## src/rtl/mem_pkg.sv

```systemverilog
// Shared data-memory definitions: load size/sign codes and the memory address width.
package mem_pkg;

  // funct3 size/sign codes understood by data_memory.
  typedef enum logic [2:0] {
    LB  = 3'b000,
    LH  = 3'b001,
    LW  = 3'b010,
    LBU = 3'b100,
    LHU = 3'b101
  } mem_ctrl_t;

  localparam int DMEM_ADDR_WIDTH = 12;

endpackage

```

## src/rtl/dmem_arbiter_if.sv

```systemverilog
// Bundle of the two requester ports plus the data_memory side of the arbiter.
interface dmem_arbiter_if
  import mem_pkg::*;
#(
  parameter int DATA_WIDTH = 32,
  parameter int ADDR_WIDTH = DMEM_ADDR_WIDTH
);

  // Port 0: core load/store path.
  logic                  req0_valid;
  logic                  req0_ready;
  logic                  req0_we;
  logic [2:0]            req0_ctrl;
  logic [ADDR_WIDTH-1:0] req0_addr;
  logic [DATA_WIDTH-1:0] req0_wdata;
  logic                  rsp0_valid;
  logic [DATA_WIDTH-1:0] rsp0_rdata;

  // Port 1: debug/loader path.
  logic                  req1_valid;
  logic                  req1_ready;
  logic                  req1_we;
  logic [2:0]            req1_ctrl;
  logic [ADDR_WIDTH-1:0] req1_addr;
  logic [DATA_WIDTH-1:0] req1_wdata;
  logic                  req1_lock;
  logic                  rsp1_valid;
  logic [DATA_WIDTH-1:0] rsp1_rdata;

  // Memory side.
  logic                  mem_write;
  logic [2:0]            mem_ctrl;
  logic [ADDR_WIDTH-1:0] mem_addr;
  logic [DATA_WIDTH-1:0] mem_wdata;
  logic [DATA_WIDTH-1:0] mem_rdata;

  // Arbiter side.
  modport slave (
    input  req0_valid, req0_we, req0_ctrl, req0_addr, req0_wdata,
    input  req1_valid, req1_we, req1_ctrl, req1_addr, req1_wdata, req1_lock,
    input  mem_rdata,
    output req0_ready, rsp0_valid, rsp0_rdata,
    output req1_ready, rsp1_valid, rsp1_rdata,
    output mem_write, mem_ctrl, mem_addr, mem_wdata
  );

  // Requester/memory side.
  modport master (
    output req0_valid, req0_we, req0_ctrl, req0_addr, req0_wdata,
    output req1_valid, req1_we, req1_ctrl, req1_addr, req1_wdata, req1_lock,
    output mem_rdata,
    input  req0_ready, rsp0_valid, rsp0_rdata,
    input  req1_ready, rsp1_valid, rsp1_rdata,
    input  mem_write, mem_ctrl, mem_addr, mem_wdata
  );

endinterface

```

## src/rtl/rr_arb2.sv

```systemverilog
// Two-requester round-robin grant. A set lock restricts the grant to requester 1.
module rr_arb2 (
  input  logic [1:0] req,
  input  logic       last,
  input  logic       lock,
  output logic [1:0] gnt
);

  // Grant: lock masks requester 0; on conflict the requester not served last wins.
  always_comb begin
    gnt = 2'b00;
    if (lock) begin
      gnt = {req[1], 1'b0};
    end else begin
      case (req)
        2'b00:   gnt = 2'b00;
        2'b01:   gnt = 2'b01;
        2'b10:   gnt = 2'b10;
        2'b11:   gnt = last ? 2'b01 : 2'b10;
        default: gnt = 2'b00;
      endcase
    end
  end

endmodule

```

## src/rtl/dmem_arbiter.sv

```systemverilog
// Shares one data_memory between the core (port 0) and the debug/loader (port 1).
// One beat per clock; responses are registered one cycle after the grant.
module dmem_arbiter
  import mem_pkg::*;
#(
  parameter int DATA_WIDTH = 32,
  parameter int ADDR_WIDTH = DMEM_ADDR_WIDTH
) (
  input  logic           clk,
  input  logic           rst,
  dmem_arbiter_if.slave  bus
);

  logic [1:0]            req_s;
  logic [1:0]            gnt_s;
  logic [ADDR_WIDTH-1:0] addr_s;

  logic                  last_q, last_d;
  logic                  lock_q, lock_d;
  logic                  rsp0_valid_q, rsp0_valid_d;
  logic                  rsp1_valid_q, rsp1_valid_d;
  logic [DATA_WIDTH-1:0] rsp0_rdata_q, rsp0_rdata_d;
  logic [DATA_WIDTH-1:0] rsp1_rdata_q, rsp1_rdata_d;

  assign req_s = {bus.req1_valid, bus.req0_valid};

  rr_arb2 u_arb (
    .req  (req_s),
    .last (last_q),
    .lock (lock_q),
    .gnt  (gnt_s)
  );

  assign bus.req0_ready = gnt_s[0];
  assign bus.req1_ready = gnt_s[1];
  assign bus.rsp0_valid = rsp0_valid_q;
  assign bus.rsp1_valid = rsp1_valid_q;
  assign bus.rsp0_rdata = rsp0_rdata_q;
  assign bus.rsp1_rdata = rsp1_rdata_q;
  assign bus.mem_addr   = addr_s;

  // Memory field mux: port 1 only when granted, otherwise port 0 with write gated by its grant.
  always_comb begin
    bus.mem_write = 1'b0;
    bus.mem_ctrl  = bus.req0_ctrl;
    addr_s        = bus.req0_addr;
    bus.mem_wdata = bus.req0_wdata;
    if (gnt_s[1]) begin
      bus.mem_write = bus.req1_we;
      bus.mem_ctrl  = bus.req1_ctrl;
      addr_s        = bus.req1_addr;
      bus.mem_wdata = bus.req1_wdata;
    end else begin
      bus.mem_write = gnt_s[0] & bus.req0_we;
    end
  end

  // Next state: priority/lock tracking and response capture for the granted beat.
  always_comb begin
    last_d       = last_q;
    lock_d       = lock_q;
    rsp0_valid_d = gnt_s[0];
    rsp1_valid_d = gnt_s[1];
    rsp0_rdata_d = rsp0_rdata_q;
    rsp1_rdata_d = rsp1_rdata_q;
    if (gnt_s[1]) begin
      last_d = 1'b1;
      lock_d = bus.req1_lock;
    end else if (gnt_s[0]) begin
      last_d = 1'b0;
    end else begin
      last_d = last_q;
    end
    // Store responses leave the load data register untouched.
    if (gnt_s[0] && !bus.req0_we) begin
      rsp0_rdata_d = bus.mem_rdata;
    end else begin
      rsp0_rdata_d = rsp0_rdata_q;
    end
    if (gnt_s[1] && !bus.req1_we) begin
      rsp1_rdata_d = bus.mem_rdata;
    end else begin
      rsp1_rdata_d = rsp1_rdata_q;
    end
  end

  // State registers; reset gives the core first priority and clears any lock.
  always_ff @(posedge clk or negedge rst) begin
    if (!rst) begin
      last_q       <= 1'b1;
      lock_q       <= 1'b0;
      rsp0_valid_q <= 1'b0;
      rsp1_valid_q <= 1'b0;
      rsp0_rdata_q <= {DATA_WIDTH{1'b0}};
      rsp1_rdata_q <= {DATA_WIDTH{1'b0}};
    end else begin
      last_q       <= last_d;
      lock_q       <= lock_d;
      rsp0_valid_q <= rsp0_valid_d;
      rsp1_valid_q <= rsp1_valid_d;
      rsp0_rdata_q <= rsp0_rdata_d;
      rsp1_rdata_q <= rsp1_rdata_d;
    end
  end

endmodule

```

## src/flat_wrapper.sv

```systemverilog
// flat-port wrapper written by rule: the top's interface ports become plain ports
module dmem_arbiter_flat import mem_pkg::*;
#(
  parameter int DATA_WIDTH = 32,
  parameter int ADDR_WIDTH = DMEM_ADDR_WIDTH
)
  (clk, rst, bus_req0_valid, bus_req0_we, bus_req0_ctrl, bus_req0_addr, bus_req0_wdata, bus_req1_valid, bus_req1_we, bus_req1_ctrl, bus_req1_addr, bus_req1_wdata, bus_req1_lock, bus_mem_rdata, bus_req0_ready, bus_rsp0_valid, bus_rsp0_rdata, bus_req1_ready, bus_rsp1_valid, bus_rsp1_rdata, bus_mem_write, bus_mem_ctrl, bus_mem_addr, bus_mem_wdata);
  dmem_arbiter_if #(.DATA_WIDTH(DATA_WIDTH), .ADDR_WIDTH(ADDR_WIDTH)) bus_i ();
  input  logic clk;
  input  logic rst;
  input wire logic [$bits(bus_i.req0_valid)-1:0] bus_req0_valid;
  input wire logic [$bits(bus_i.req0_we)-1:0] bus_req0_we;
  input wire logic [$bits(bus_i.req0_ctrl)-1:0] bus_req0_ctrl;
  input wire logic [$bits(bus_i.req0_addr)-1:0] bus_req0_addr;
  input wire logic [$bits(bus_i.req0_wdata)-1:0] bus_req0_wdata;
  input wire logic [$bits(bus_i.req1_valid)-1:0] bus_req1_valid;
  input wire logic [$bits(bus_i.req1_we)-1:0] bus_req1_we;
  input wire logic [$bits(bus_i.req1_ctrl)-1:0] bus_req1_ctrl;
  input wire logic [$bits(bus_i.req1_addr)-1:0] bus_req1_addr;
  input wire logic [$bits(bus_i.req1_wdata)-1:0] bus_req1_wdata;
  input wire logic [$bits(bus_i.req1_lock)-1:0] bus_req1_lock;
  input wire logic [$bits(bus_i.mem_rdata)-1:0] bus_mem_rdata;
  output wire logic [$bits(bus_i.req0_ready)-1:0] bus_req0_ready;
  output wire logic [$bits(bus_i.rsp0_valid)-1:0] bus_rsp0_valid;
  output wire logic [$bits(bus_i.rsp0_rdata)-1:0] bus_rsp0_rdata;
  output wire logic [$bits(bus_i.req1_ready)-1:0] bus_req1_ready;
  output wire logic [$bits(bus_i.rsp1_valid)-1:0] bus_rsp1_valid;
  output wire logic [$bits(bus_i.rsp1_rdata)-1:0] bus_rsp1_rdata;
  output wire logic [$bits(bus_i.mem_write)-1:0] bus_mem_write;
  output wire logic [$bits(bus_i.mem_ctrl)-1:0] bus_mem_ctrl;
  output wire logic [$bits(bus_i.mem_addr)-1:0] bus_mem_addr;
  output wire logic [$bits(bus_i.mem_wdata)-1:0] bus_mem_wdata;
  assign bus_i.req0_valid = bus_req0_valid;
  assign bus_i.req0_we = bus_req0_we;
  assign bus_i.req0_ctrl = bus_req0_ctrl;
  assign bus_i.req0_addr = bus_req0_addr;
  assign bus_i.req0_wdata = bus_req0_wdata;
  assign bus_i.req1_valid = bus_req1_valid;
  assign bus_i.req1_we = bus_req1_we;
  assign bus_i.req1_ctrl = bus_req1_ctrl;
  assign bus_i.req1_addr = bus_req1_addr;
  assign bus_i.req1_wdata = bus_req1_wdata;
  assign bus_i.req1_lock = bus_req1_lock;
  assign bus_i.mem_rdata = bus_mem_rdata;
  assign bus_req0_ready = bus_i.req0_ready;
  assign bus_rsp0_valid = bus_i.rsp0_valid;
  assign bus_rsp0_rdata = bus_i.rsp0_rdata;
  assign bus_req1_ready = bus_i.req1_ready;
  assign bus_rsp1_valid = bus_i.rsp1_valid;
  assign bus_rsp1_rdata = bus_i.rsp1_rdata;
  assign bus_mem_write = bus_i.mem_write;
  assign bus_mem_ctrl = bus_i.mem_ctrl;
  assign bus_mem_addr = bus_i.mem_addr;
  assign bus_mem_wdata = bus_i.mem_wdata;
  dmem_arbiter #(.DATA_WIDTH(DATA_WIDTH), .ADDR_WIDTH(ADDR_WIDTH)) u_core (.clk(clk), .rst(rst), .bus(bus_i));
endmodule
```

## config.mk

```make
export PLATFORM = sky130hd
export DESIGN_NAME = dmem_arbiter_flat
export DESIGN_NICKNAME = d
export VERILOG_FILES = /design/src/rtl/mem_pkg.sv /design/src/rtl/dmem_arbiter_if.sv /design/src/rtl/rr_arb2.sv /design/src/rtl/dmem_arbiter.sv /design/src/flat_wrapper.sv
export SDC_FILE = /design/constraint.sdc
export NUM_CORES = 1
export LEC_CHECK = 0
export CAP_MARGIN = 20
export CORE_MARGIN = 2
export CORE_UTILIZATION = 37
export DETAILED_ROUTE_END_ITERATION = 8
export GPL_TIMING_DRIVEN = 0
export PLACE_DENSITY = 0.86
export SETUP_SLACK_MARGIN = 0.15
export SKIP_CTS_REPAIR_TIMING = 1
export SLEW_MARGIN = 25
export SYNTH_ARGS = -nofsm -noshare
export SYNTH_HDL_FRONTEND = slang
export SYNTH_SLANG_ARGS = --single-unit
```

## constraint.sdc

```tcl
create_clock -name clk -period 3 [get_ports clk]
set_input_delay 0.45 -clock clk [delete_from_list [all_inputs] [get_ports clk]]
set_output_delay 0.45 -clock clk [all_outputs]
set_load 0.01 [all_outputs]
```

==> results_dict.tcl <==
set metrics [dict create \
    outcome "complete, no violations" \
    drtIter0Drc 42 \
    initial_core_util 0.376 \
    syn_to_final_growth_pct 90.8 \
    critPathRequiredTime_ps 2550 \
    ys_seq_area_frac 0.524 \
    grt_pass1_wl_mm 16.1 \
    wl_met1_mm 4.26 \
    worstPathArrival_ps 2330 \
    yosys.area.top_type "dfrtp_1" \
    wl_met3_um 825 \
    setup_violations 0 \
    layout-drive-gt1-share 0.309 \
    core_area_um2 8640 \
    maxSlewViolCount 0 \
    grt_max_degree 45 \
    die_w_um 97.7 \
    pin_count 249 \
    grt_usage 0.217 \
    ys_types 19 \
    clock_latency_ps 320 \
    dpl_cell_area_um2 5880 \
    layout_common_cells "clkdlybuf4s50_1 (229), mux2_2 (90), dfrtp_1 (67), mux2_4 (19), dlymetal6s2s_1 (18)" \
    grt_pass1_vias 2968 \
    dr.max_layer_used "met4" \
    drt-pass1-iter-count 4 \
    relSlewSlack 0.710 \
    worst_setup_path_start_kind "input port" \
    nets 600 \
    die-area_um2 9550 \
    fin_skew_ps 5.68 \
    ir_drop_mv 0.398 \
    path_clk_slew_ps 70 \
    rsz0062_at_grt "true" \
    min_path_type "in -> async" \
    maxClockFrequency_mhz 360 \
    antenna_cells 0 \
    fin_util 0.718 \
    syn_nets 337 \
    yosysWarnings 0 \
    hold_slack_ps 14.4 \
    drc 0 \
    finalHoldViolCount 0 \
    cap_violations 0 \
    gr-total-overflow 0 \
    layout_setup_ws_ps 225 \
    synth_top_area_share 0.516 \
    vias 2715 \
    netlist_area_um2 3250 \
    power.density_nw_per_um2 549 \
    p_leak_nw 2.72 \
    place_ws_ps 87.4 \
    max-clock-path-buffers 2 \
    critical_path_class "in -> out" \
    fin_crit_ps 2780 \
    avgRoutedWirePerCell_um 18.1 \
    met2_length_mm 5.32 \
    gp_congestion 0.766 \
    ctsRootBufferMaster "clkbuf_8" \
    critPathMaxFanout 10 \
    stdcell_area_um2 6200 \
    end_kind "primary output" \
    antenna_found_initial 0 \
    ys_ff_latch 68 \
    h-tree-depth 3 \
    place_hpwl_mm 8.47 \
    syn_inst 204 \
    synth_area_per_cell_um2 15.9 \
    die_h_um 97.7 \
    cts_tree "done" \
    avgViaCountPerCell 4.68 \
    rows 34 \
    worstMarginPinSlew_ps 433 \
    final_common_cell "clkdlybuf4s50_1" \
    wl_mm 10.5 \
    cts_buffers 9 \
    final.period_utilization 0.925 \
    clkSinkCount 68 \
    ant_nets 0 \
    portBuffers 248 \
    yosys-top-cells-area "dfrtp_1 (52%), mux2_2 (31%), mux2_4 (8.8%)" \
]
-- stage by stage --
stage          setup TNS [ps]  instances  total power (W)
3_5_place_dp                0        561          0.00261
2_1_floorplan               0        204          0.00176
3_3_place_gp           -41550        560          0.00256
6_report                    0        580          0.00341
5_1_grt                     0        580          0.00357
4_1_cts                     0        577          0.00343
-- registers in the layout, summed over array words and instances (netlist names) --
register and count:
u_core.bus.rsp0_rdata 32, u_core.bus.rsp1_rdata 32, u_core.bus.rsp0_valid 1, u_core.bus.rsp1_valid 1, u_core.last_q 1, u_core.lock_q 1
-- layer usage --
metal | track usage | vias up
met5 | 0 | -
met4 | 0.0459 | 0
met3 | 0.0849 | 8
met2 | 0.368 | 129
met1 | 0.265 | 1323
li1 | - | 1255
-- power breakdown --
group / switching, W / leakage (nW) / internal (W)
sequential: 0.000111 / 0.801 / 0.00113
combinational: 0.000456 / 1.82 / 0.000885
clock: 0.000329 / 0.107 / 0.000490
-- cell families after synthesis --
logic type	share of synthesized area
compound gates	0.0158
buf+inv	0.0400
flops	0.524
mux	0.407
simple gates	0.0135
-- worst paths after layout --
kind                                                      startpoint                                     to  slack [ps]  cells after the start
worst max-delay path                                  bus_req0_valid                       bus_mem_addr[10]         220                      6
worst min-delay path                                             rst  u_core.bus.rsp1_rdata[29]$_DFFE_PN0P_          10                      1
worst max register to register             u_core.last_q$_DFFE_PN1P_  u_core.bus.rsp0_rdata[17]$_DFFE_PN0P_        1250                      4
worst min register to register  u_core.bus.rsp0_rdata[6]$_DFFE_PN0P_   u_core.bus.rsp0_rdata[6]$_DFFE_PN0P_         500                      1
max in group asynchronous                                        rst              u_core.last_q$_DFFE_PN1P_        2390                      2
min in group clk                u_core.bus.rsp0_rdata[6]$_DFFE_PN0P_   u_core.bus.rsp0_rdata[6]$_DFFE_PN0P_         500                      1
-- synth_stat cells --
cell,number
o31ai_2,1
a211oi_4,1
buf_2,2
dfstp_2,1
mux2_1,2
a22o_1,1
inv_1,3
nand3b_1,1
mux2_2,90
nand2_2,1
inv_2,1
dfrtp_1,67
nand3b_2,1
nand2b_4,1
buf_6,8
nand3_1,1
a21oi_1,2
buf_8,1
mux2_4,19
-- worst max-delay path, cell delays in order --
cell and delay, ps:
clkdlybuf4s50_1 520, nand3b_1 150, nand2_2 130, buf_4 210, mux2_2 350, clkdlybuf4s50_1 510
-- area by class of cell --
class,instances,area (um^2)
fill,599,2440
inverter,4,15.0
tap,108,135
sequential,68,1700
buffer,11,133
timing repair buffer,252,2580
clock buffer,12,145
multi-input combinational,121,1420
clock inverter,4,72.6
(Power assumes the default switching activity.)
